==> src/rtl/vec_result_fifo_pkg.sv <==
// Shared types and constants for the vec_mul result path.
//   FMUL_LATENCY : vec_mul input->result latency in cycles
//   VEC_SIZE     : default float width per vector component
//   vec3_t       : three packed components, index 0 = x
package vec_result_fifo_pkg;

    localparam int unsigned FMUL_LATENCY = 9;
    localparam int unsigned VEC_SIZE     = 32;

    typedef logic [2:0][VEC_SIZE-1:0] vec3_t;

    function automatic vec3_t make_vec3(input logic [VEC_SIZE-1:0] x,
                                        input logic [VEC_SIZE-1:0] y,
                                        input logic [VEC_SIZE-1:0] z);
        vec3_t v;
        v[0] = x;
        v[1] = y;
        v[2] = z;
        return v;
    endfunction

    function automatic bit is_pow2(input int unsigned n);
        return (n != 0) && ((n & (n - 1)) == 0);
    endfunction

endpackage

==> src/rtl/vec_result_fifo_if.sv <==
// AXI-stream style vector channel.
//   tdata  : three SIZE-bit components
//   tvalid : source has a beat
//   tready : sink accepts the beat
// master drives tdata/tvalid, slave drives tready.
interface vec_result_fifo_if
    import vec_result_fifo_pkg::*;
#(
    parameter int unsigned SIZE = VEC_SIZE
);
    logic [2:0][SIZE-1:0] tdata;
    logic                 tvalid;
    logic                 tready;

    modport master (output tdata, output tvalid, input tready);
    modport slave  (input tdata, input tvalid, output tready);
endinterface

==> src/rtl/vec_result_fifo_credit_counter.sv <==
// Saturating up/down counter used to track ops in flight.
//   clk, rst_n  : clock, async active-low reset
//   inc, dec    : count up / down; both together leave the value unchanged
//   value       : registered count
//   value_next  : count after this cycle's update
//   err         : sticky, set when dec arrives while the count is zero
module credit_counter
    import vec_result_fifo_pkg::*;
#(
    parameter int unsigned WIDTH = 5
) (
    input  logic             clk,
    input  logic             rst_n,
    input  logic             inc,
    input  logic             dec,
    output logic [WIDTH-1:0] value,
    output logic [WIDTH-1:0] value_next,
    output logic             err
);

    logic [WIDTH-1:0] value_q, value_d;
    logic             err_q, err_d;

    always_comb begin
        value_d = value_q;
        err_d   = err_q;
        // A dec at zero is flagged even if an inc lands in the same cycle.
        if (dec && (value_q == '0)) begin
            err_d = 1'b1;
        end
        if (inc && !dec) begin
            if (value_q != '1) begin
                value_d = value_q + WIDTH'(1);
            end
        end else if (dec && !inc) begin
            if (value_q != '0) begin
                value_d = value_q - WIDTH'(1);
            end
        end
    end

    always_ff @(posedge clk or negedge rst_n) begin
        if (!rst_n) begin
            value_q <= '0;
            err_q   <= 1'b0;
        end else begin
            value_q <= value_d;
            err_q   <= err_d;
        end
    end

    assign value      = value_q;
    assign value_next = value_d;
    assign err        = err_q;

endmodule

==> src/rtl/vec_result_fifo.sv <==
// Credit-managed result buffer behind vec_mul. Captures result vectors,
// re-presents them first-word-fall-through, and grants issue credit only
// while a FIFO slot is guaranteed for every op still in the multiplier.
//   aclk, aresetn  : clock, async active-low reset
//   issue          : upstream launched one op into vec_mul this cycle
//   issue_ok       : credit available (registered)
//   s_axis         : result beats from vec_mul (slave)
//   m_axis         : buffered beats to the consumer (master)
//   count          : FIFO occupancy
//   err_overflow   : sticky, issue while issue_ok low
//   err_unexpected : sticky, beat accepted with nothing in flight
module vec_result_fifo
    import vec_result_fifo_pkg::*;
#(
    parameter int unsigned SIZE    = VEC_SIZE,
    parameter int unsigned DEPTH   = 16,
    parameter int unsigned LATENCY = FMUL_LATENCY
) (
    input  logic                   aclk,
    input  logic                   aresetn,
    input  logic                   issue,
    output logic                   issue_ok,
    vec_result_fifo_if.slave       s_axis,
    vec_result_fifo_if.master      m_axis,
    output logic [$clog2(DEPTH):0] count,
    output logic                   err_overflow,
    output logic                   err_unexpected
);

    localparam int unsigned AW = $clog2(DEPTH);
    localparam int unsigned PW = AW + 1;

    if (!is_pow2(DEPTH) || (DEPTH < LATENCY + 1)) begin : g_bad_depth
        $error("vec_result_fifo: DEPTH must be a power of 2 and >= LATENCY+1");
    end

    logic [2:0][SIZE-1:0] mem_q [DEPTH];

    logic [PW-1:0] wr_ptr_q, wr_ptr_d;
    logic [PW-1:0] rd_ptr_q, rd_ptr_d;
    logic          issue_ok_q, issue_ok_d;
    logic          err_overflow_q, err_overflow_d;

    logic          full, empty, push, pop, issue_acc;
    logic [PW-1:0] fill_next;
    logic [PW-1:0] inflight, inflight_next;
    logic [PW:0]   occupancy_next;

    assign full  = (wr_ptr_q[AW-1:0] == rd_ptr_q[AW-1:0]) && (wr_ptr_q[AW] != rd_ptr_q[AW]);
    assign empty = (wr_ptr_q == rd_ptr_q);

    assign s_axis.tready = !full;
    assign m_axis.tvalid = !empty;
    assign m_axis.tdata  = mem_q[rd_ptr_q[AW-1:0]];

    assign push      = s_axis.tvalid && !full;
    assign pop       = !empty && m_axis.tready;
    assign issue_acc = issue && issue_ok_q;

    credit_counter #(
        .WIDTH (PW)
    ) u_inflight (
        .clk        (aclk),
        .rst_n      (aresetn),
        .inc        (issue_acc),
        .dec        (push),
        .value      (inflight),
        .value_next (inflight_next),
        .err        (err_unexpected)
    );

    always_comb begin
        wr_ptr_d       = wr_ptr_q;
        rd_ptr_d       = rd_ptr_q;
        err_overflow_d = err_overflow_q;
        if (push) begin
            wr_ptr_d = wr_ptr_q + PW'(1);
        end
        if (pop) begin
            rd_ptr_d = rd_ptr_q + PW'(1);
        end
        if (issue && !issue_ok_q) begin
            err_overflow_d = 1'b1;
        end
        // Credit is granted from next-state occupancy so a slot is reserved
        // for every op that may still be inside the multiplier.
        fill_next      = wr_ptr_d - rd_ptr_d;
        occupancy_next = {1'b0, fill_next} + {1'b0, inflight_next};
        issue_ok_d     = occupancy_next < (PW+1)'(DEPTH);
    end

    always_ff @(posedge aclk or negedge aresetn) begin
        if (!aresetn) begin
            wr_ptr_q       <= '0;
            rd_ptr_q       <= '0;
            issue_ok_q     <= 1'b1;
            err_overflow_q <= 1'b0;
        end else begin
            wr_ptr_q       <= wr_ptr_d;
            rd_ptr_q       <= rd_ptr_d;
            issue_ok_q     <= issue_ok_d;
            err_overflow_q <= err_overflow_d;
        end
    end

    // Storage is intentionally not reset.
    always_ff @(posedge aclk) begin
        if (push) begin
            mem_q[wr_ptr_q[AW-1:0]] <= s_axis.tdata;
        end
    end

    assign count        = wr_ptr_q - rd_ptr_q;
    assign issue_ok     = issue_ok_q;
    assign err_overflow = err_overflow_q;

    logic unused_inflight;
    assign unused_inflight = ^inflight;

endmodule

==> src/flat_wrapper.sv <==
// flat-port wrapper written by rule: the top's interface ports become plain ports
module vec_result_fifo_flat import vec_result_fifo_pkg::*;
#(
    parameter int unsigned SIZE    = VEC_SIZE,
    parameter int unsigned DEPTH   = 16,
    parameter int unsigned LATENCY = FMUL_LATENCY
)
  (aclk, aresetn, issue, issue_ok, count, err_overflow, err_unexpected, s_axis_tdata, s_axis_tvalid, s_axis_tready, m_axis_tdata, m_axis_tvalid, m_axis_tready);
  vec_result_fifo_if #(.SIZE(SIZE)) s_axis_i ();
  vec_result_fifo_if #(.SIZE(SIZE)) m_axis_i ();
  input  logic aclk;
  input  logic aresetn;
  input  logic issue;
  output logic issue_ok;
  output logic [$clog2(DEPTH):0] count;
  output logic err_overflow;
  output logic err_unexpected;
  input wire logic [$bits(s_axis_i.tdata)-1:0] s_axis_tdata;
  input wire logic [$bits(s_axis_i.tvalid)-1:0] s_axis_tvalid;
  output wire logic [$bits(s_axis_i.tready)-1:0] s_axis_tready;
  output wire logic [$bits(m_axis_i.tdata)-1:0] m_axis_tdata;
  output wire logic [$bits(m_axis_i.tvalid)-1:0] m_axis_tvalid;
  input wire logic [$bits(m_axis_i.tready)-1:0] m_axis_tready;
  assign s_axis_i.tdata = s_axis_tdata;
  assign s_axis_i.tvalid = s_axis_tvalid;
  assign s_axis_tready = s_axis_i.tready;
  assign m_axis_tdata = m_axis_i.tdata;
  assign m_axis_tvalid = m_axis_i.tvalid;
  assign m_axis_i.tready = m_axis_tready;
  vec_result_fifo #(.SIZE(SIZE), .DEPTH(DEPTH), .LATENCY(LATENCY)) u_core (.aclk(aclk), .aresetn(aresetn), .issue(issue), .issue_ok(issue_ok), .s_axis(s_axis_i), .m_axis(m_axis_i), .count(count), .err_overflow(err_overflow), .err_unexpected(err_unexpected));
endmodule
==> config.mk <==
export PLATFORM = sky130hd
export DESIGN_NAME = vec_result_fifo_flat
export DESIGN_NICKNAME = d
export VERILOG_FILES = /design/src/rtl/vec_result_fifo_pkg.sv /design/src/rtl/vec_result_fifo_if.sv /design/src/rtl/vec_result_fifo_credit_counter.sv /design/src/rtl/vec_result_fifo.sv /design/src/flat_wrapper.sv
export SDC_FILE = /design/constraint.sdc
export NUM_CORES = 1
export LEC_CHECK = 0
export ABC_AREA = 1
export CAP_MARGIN = 5
export CORE_ASPECT_RATIO = 0.5
export CORE_UTILIZATION = 55
export DETAILED_ROUTE_END_ITERATION = 7
export PLACE_DENSITY = 0.73
export SLEW_MARGIN = 20
export SYNTH_ARGS = -nofsm -noshare
export SYNTH_HDL_FRONTEND = slang
export SYNTH_HIERARCHICAL = 1
export SYNTH_SLANG_ARGS = --single-unit
==> constraint.sdc <==
create_clock -name aclk -period 11.9 [get_ports aclk]
set_clock_uncertainty 0.15 [all_clocks]
set_input_delay 3.57 -clock aclk [delete_from_list [all_inputs] [get_ports aclk]]
set_output_delay 3.57 -clock aclk [all_outputs]
set_load 0.01 [all_outputs]
* Word level (Yosys, flattened, before mapping)
Memory sizes are Yosys's and may differ from the RTL's.
Index checks and enable logic that the tools add are counted.
** Word-level totals
- Register bits :: 18
- Bits in writable memories :: 1536
- Bits of input ports :: 101
- Word-level logic and storage cells :: 42
- Memories :: 1
** Cells by class
- Add/subtract/negate cells :: 7
- $lt $le $gt $ge :: 1
- Equal/unequal tests :: 4
- Multiplexer cells :: 8
- Reductions and logical operators :: 15
** Memory list
- u_core.mem_q :: words 16, bits a word 96, rd ports 1, clocked after Yosys merged registers in 0, wr ports 1, line vec_result_fifo.sv:37 : logic [2:0][SIZE-1:0] mem_q [DEPTH];
** Operators with widths (number)
- 5-bit 2-to-1 mux :: 6
- 5-bit by 1-bit adder with 5-bit output (second input constant) :: 3
- 5-bit subtractor :: 2
- 1-bit logical AND :: 8
- 5-bit by 5-bit adder with 6-bit output :: 1
- 6-bit by 5-bit < comparator with 1-bit output (second input constant) :: 1
- 5-bit == test :: 1
- 1-bit logical NOT :: 5
- 5-bit logical NOT :: 1
- 5-bit != test (second input constant) :: 1
- 5-bit nonzero test :: 1
- 5-bit by 1-bit subtractor with 5-bit output (second input constant) :: 1
- 4-bit == test :: 1
- 1-bit 2-to-1 mux :: 2
- 1-bit != test :: 1

* Depth between registers and ports, before layout
- Depth in word-level cells :: 9
- Depth in mapped cells :: 23

* Hierarchy
The synthesis kept the hierarchy.
** By module, submodules not included
- vec_result_fifo :: instances 1, cells an instance 4334, area an instance 60299.1 um^2, sequential area each 46425.8 um^2
- credit_counter :: instances 1, cells an instance 62, area an instance 474.2 um^2, sequential area each 150.1 um^2

* Worst setup path before layout
Ideal clock, no wire load.
- Kind :: input to register
- Start :: input port s_axis_tvalid
- End :: memory u_core/mem_q[0][0] (netlist name), enable pin
- Setup time :: 0.551 ns
- Arrival :: 7.908 ns
- Data required time :: 11.199 ns
- Slack :: 3.290 ns
- Cell stages on the path :: 4
- Path through :: nand2_2 -> inv_2 -> nand2_1 -> nor2_1
** Between the ends
- Word-level cells in the longest chain between the ends :: 3
** RTL lines
- from (decl) :: line flat_wrapper.sv:19 : input wire logic [$bits(s_axis_i.tvalid)-1:0] s_axis_tvalid;
- 1-bit logical AND :: line vec_result_fifo.sv:56 : assign push = s_axis.tvalid && !full;
- via u_core.push :: line vec_result_fifo.sv:44 : logic full, empty, push, pop, issue_acc;
- 1-bit 2-to-1 mux :: line vec_result_fifo.sv:108 : if (push) begin
- 1-bit 2-to-1 mux (implied by the code) :: line vec_result_fifo.sv:109 : mem_q[wr_ptr_q[AW-1:0]] <= s_axis.tdata;
- to (decl) :: line vec_result_fifo.sv:37
The timed path passes the listed nets, and every way through them passes these cells.

* Worst setup path in the final report
- Start :: register u_core.rd_ptr_q[0]
- End :: output port m_axis_tdata[59]
** Between the ends
- Word-level cells in the longest chain between the ends :: 1
** RTL lines
- from (decl) :: line vec_result_fifo.sv:40 : logic [PW-1:0] rd_ptr_q, rd_ptr_d;
- from (signal assigned) :: line vec_result_fifo.sv:100 : rd_ptr_q <= rd_ptr_d;
- memory 16 x 96 bit
- to (decl) :: line flat_wrapper.sv:21 : output wire logic [$bits(m_axis_i.tdata)-1:0] m_axis_tdata;
Every way passes these cells.

==> key figures <==
Worst setup path
  – Capture point of the worst reg-to-reg path: u_core/mem_q[4][51]$_DFFE_PP_
  – CP arrival: 4.92 ns
  – RR Startpoint: u_core/rd_ptr_q[2]$_DFF_PN0_
  – R2r setup slk: 5.56 ns
  – CP Launch Type: flop
  – CP Launch Point: u_core/rd_ptr_q[0]$_DFF_PN0_
  – Crit path capture type: primary output
  – Crit path to: m_axis_tdata[59]
  – Crit path required time: 8.18 ns
  – Cell depth of the worst flop-to-flop path: 12
  – CP Class: flop to primary output
  – CP Max Fanout: 215

Synthesis
  – Mapped Nets: between 4k and 5k
  – Top cell type's share of synthesized area: around 76%
  – Cell taking the most area after synthesis: edfxtp_1
  – Post-Syn Area: 60800 um2
  – Most common cell in the netlist: edfxtp_1
  – Unique masters post-synth: 41
  – Synth Register Bits: 1554
  – YS warnings: 6
  – Post-Synth XOR/XNOR Area: 0.187%
  – Largest family of logic cells by synthesized area: compound AO/OA/AOI/OAI gates
  – Sequential area share after synthesis: roughly 77%
  – Synth Area in Adders: 0.436%
  – Post-synth EDFFs: 1536
  – Synth Area in Simple Gates: 8.34%
  – Mux share of post-synthesis cell area: 0%
  – Ys flop type: edfxtp_1
  – Async set-or-reset flop fraction in the synthesized netlist: 1.16%
  – Syn Inst Count: 4396
  – Synth cell count leaders: edfxtp_1, nor2_1, o21ai_0
  – Synthesized area per cell: 13.8 um2
  – Area contributors post-synth: edfxtp_1, o21ai_0, nor2_1
  – Post-synthesis compound-gate area fraction: 11.5%

Detailed routing
  – Routed len/inst: 24.3 um
  – Via count: between 30k and 40k
  – Vias per cell: 6.23
  – Antenna viol nets, final: 0
  – DRT iter0 DRCs: roughly 4.4k
  – Detailed-route DRC error count: 0
  – Pre-Repair DR Iteration Count: 5
  – Detailed Route WL: 147000 um

Timing
  – Hold Slack: roughly 0.34 ns
  – Tmin final: 8.64 ns
  – Final Hold Violating Endpoints: 0
  – Fin crit share: 72.6%
  – Achievable clock frequency: 116 MHz
  – Pins Over Slew Limit: 0
  – Relative slew margins: 11.0%
  – Final Setup Violations: 0
  – Unrepaired setup endpoints after global routing: no
  – Fin Setup TNS: 0 ns
  – Slew @ Worst Pin: 1.33 ns

Floorplanning
  – Row count: 85
  – Die X-Extent: around 470 um
  – Io pins: 207
  – Die Y-Extent: 237 um
  – Die area: 112000 um2
  – Initial core utilization: 56.0%
  – Core area: ~110000 um2

Place
  – Post-DP HPWL: 67400 um
  – RePlAce Congestion: 0.763
  – Port Buf Inserts: 206

Power
  – PD cells: 253 nW/um2
  – Leak: 21.5 nW
  – Max rail drop VDD: 0.000253 V

Global route
  – Global-route wire length before repair: 220000 um
  – GRT Total Usage: 26.2%
  – Largest net degree at the start of global routing: between 200 and 250
  – Vias in the first global route: 36.6k
  – Overflow after GRT: 0
  – Initial antenna violation count: 12

CTS
  – Worst-Skew Late Latency: ~0.74 ns
  – CTS Buffer Depth: 3
  – Post-CTS sizing: 0
  – Clock buffers created by TritonCTS: 136
  – # clock sinks: 1554
  – CTS tree: yes
  – Root buffer cell: clkbuf_16
  – Number of H-tree levels: 4
  – Post-CTS setup buffer count: 0
  – Hold buffer count at CTS: 0
  – Clock Pin Slew Worst Setup and Hold Paths: 0.06 ns

Status
  – Outcome: finished, final reports clean

Cells and area
  – Final #Nets: 4599
  – Fillers: 7671
  – Fraction of final layout cells sized beyond drive strength 1: 6.13%
  – Synth-to-layout area growth: 11.9%

Worst hold path
  – HP Start: u_core/u_inflight/err$_DFFE_PN0P_
  – Worst hold path class: flop to flop

Flow run
  – Max Cap Viol: 0
## flip-flops by register name, summed over array words and instances, names as in the netlist, named ones only
| signal | flops |
|---|---|
| u_core/issue_ok | 1 |
| u_core/u_inflight/err | 1 |
| u_core/mem_q | 1536 |
| u_core/err_overflow | 1 |
| u_core/rd_ptr_q | 4 |
| u_core/u_inflight/value | 5 |
| u_core/wr_ptr_q | 5 |
## placed cells by master (no fill, tap or decap), types with 4 or more instances in the layout
master / instances
nor2_4: 20
nor2_1: 767
o221ai_2: 4
clkinv_1: 25
dfrtp_1: 14
nor2_2: 6
clkinv_2: 18
clkbuf_1: 43
diode_2: 11
inv_2: 6
o211ai_1: 32
o21ai_0: 770
o22ai_1: 224
o221ai_1: 156
inv_1: 33
nand2_2: 8
buf_4: 36
clkbuf_16: 141
edfxtp_1: 1536
ha_1: 18
nand2_1: 267
xor2_1: 10
clkdlybuf4s50_1: 206
buf_12: 12
a21oi_1: 5
bufinv_16: 9
nand3_1: 180
## cells by family after synthesis
| kind of cell | after synthesis |
|---|---|
| AND/OR/NAND/NOR | 1258 |
| AO/OA/AOI/OAI | 1197 |
| flip-flops | 1554 |
| XOR/XNOR | 13 |
| buffers and inverters | 354 |
| adder cells (fa/ha/maj) | 20 |
## layout make-up
type / instances / area, um2 / area share (%)
Tap cell: 1479 / 1850 / 2.72
Sequential cell: 1554 / 46600 / 68.5
Clock buffer: 184 / 3690 / 5.43
Clock inverter: 57 / 499 / 0.734
Timing Repair Buffer: 254 / 2570 / 3.78
Antenna cell: 11 / 27.5 / 0.0405
Inverter: 44 / 210 / 0.309
Multi-Input combinational cell: 2488 / 12600 / 18.5
## power breakdown
part,internal (W),switching (W),total [W],leakage [nW]
Combinational,0.00202,0.00408,0.00609,5.41
Clock,0.00237,0.00188,0.00425,2.04
Sequential,0.00662,0.000226,0.00685,14.1
Total,0.0110,0.00618,0.0172,21.5
## critical path, cell delays in order, from the launching register on
cell and delay (ns):
dfrtp_4 0.93, buf_4 0.82, buf_12 0.47, o21ai_0 0.30
o221ai_1 0.26, nand3_1 0.15, nand3_1 0.15, clkdlybuf4s50_1 0.54
## through the flow
stage	instance area [um2]	instances	utilization [%]	total power (W)	setup slack, ns
6_report	68000	6071	62.6	0.0172	3.26
4_1_cts	68000	6060	62.6	0.0172	3.29
5_1_grt	68000	6071	62.6	0.0180	3.16
3_5_place_dp	63800	5819	58.7	0.0130	4.14
2_1_floorplan	60800	4396	-	0.0107	3.29
3_3_place_gp	63800	5819	58.7	0.0128	4.10
## metal layers
| layer | GRT usage (%) | share of wire, % | vias up | wire length, um |
|---|---|---|---|---|
| li1 | - | - | 16721 | - |
| met1 | 35.9 | 40 | 18951 | 58500 |
| met2 | 42.7 | 49 | 1895 | 71800 |
| met3 | 4.01 | 8.9 | 254 | 13100 |
| met4 | 10.2 | 2.6 | 2 | 3860 |
| met5 | 0 | 0.0088 | - | 13 |
## how the worst min path moves through the flow
stage | slack (ns) | to | cells past startpoint
2_1_floorplan | 0.36 | u_core/err_overflow$_DFFE_PN0P_ | 1
3_3_place_gp | 0.31 | u_core/err_overflow$_DFFE_PN0P_ | 1
3_5_place_dp | 0.33 | u_core/u_inflight/err$_DFFE_PN0P_ | 1
4_1_cts | 0.35 | u_core/u_inflight/err$_DFFE_PN0P_ | 1
5_1_grt | 0.37 | u_core/u_inflight/err$_DFFE_PN0P_ | 1
6_report | 0.34 | u_core/u_inflight/err$_DFFE_PN0P_ | 1
(Power assumes the default switching activity.)
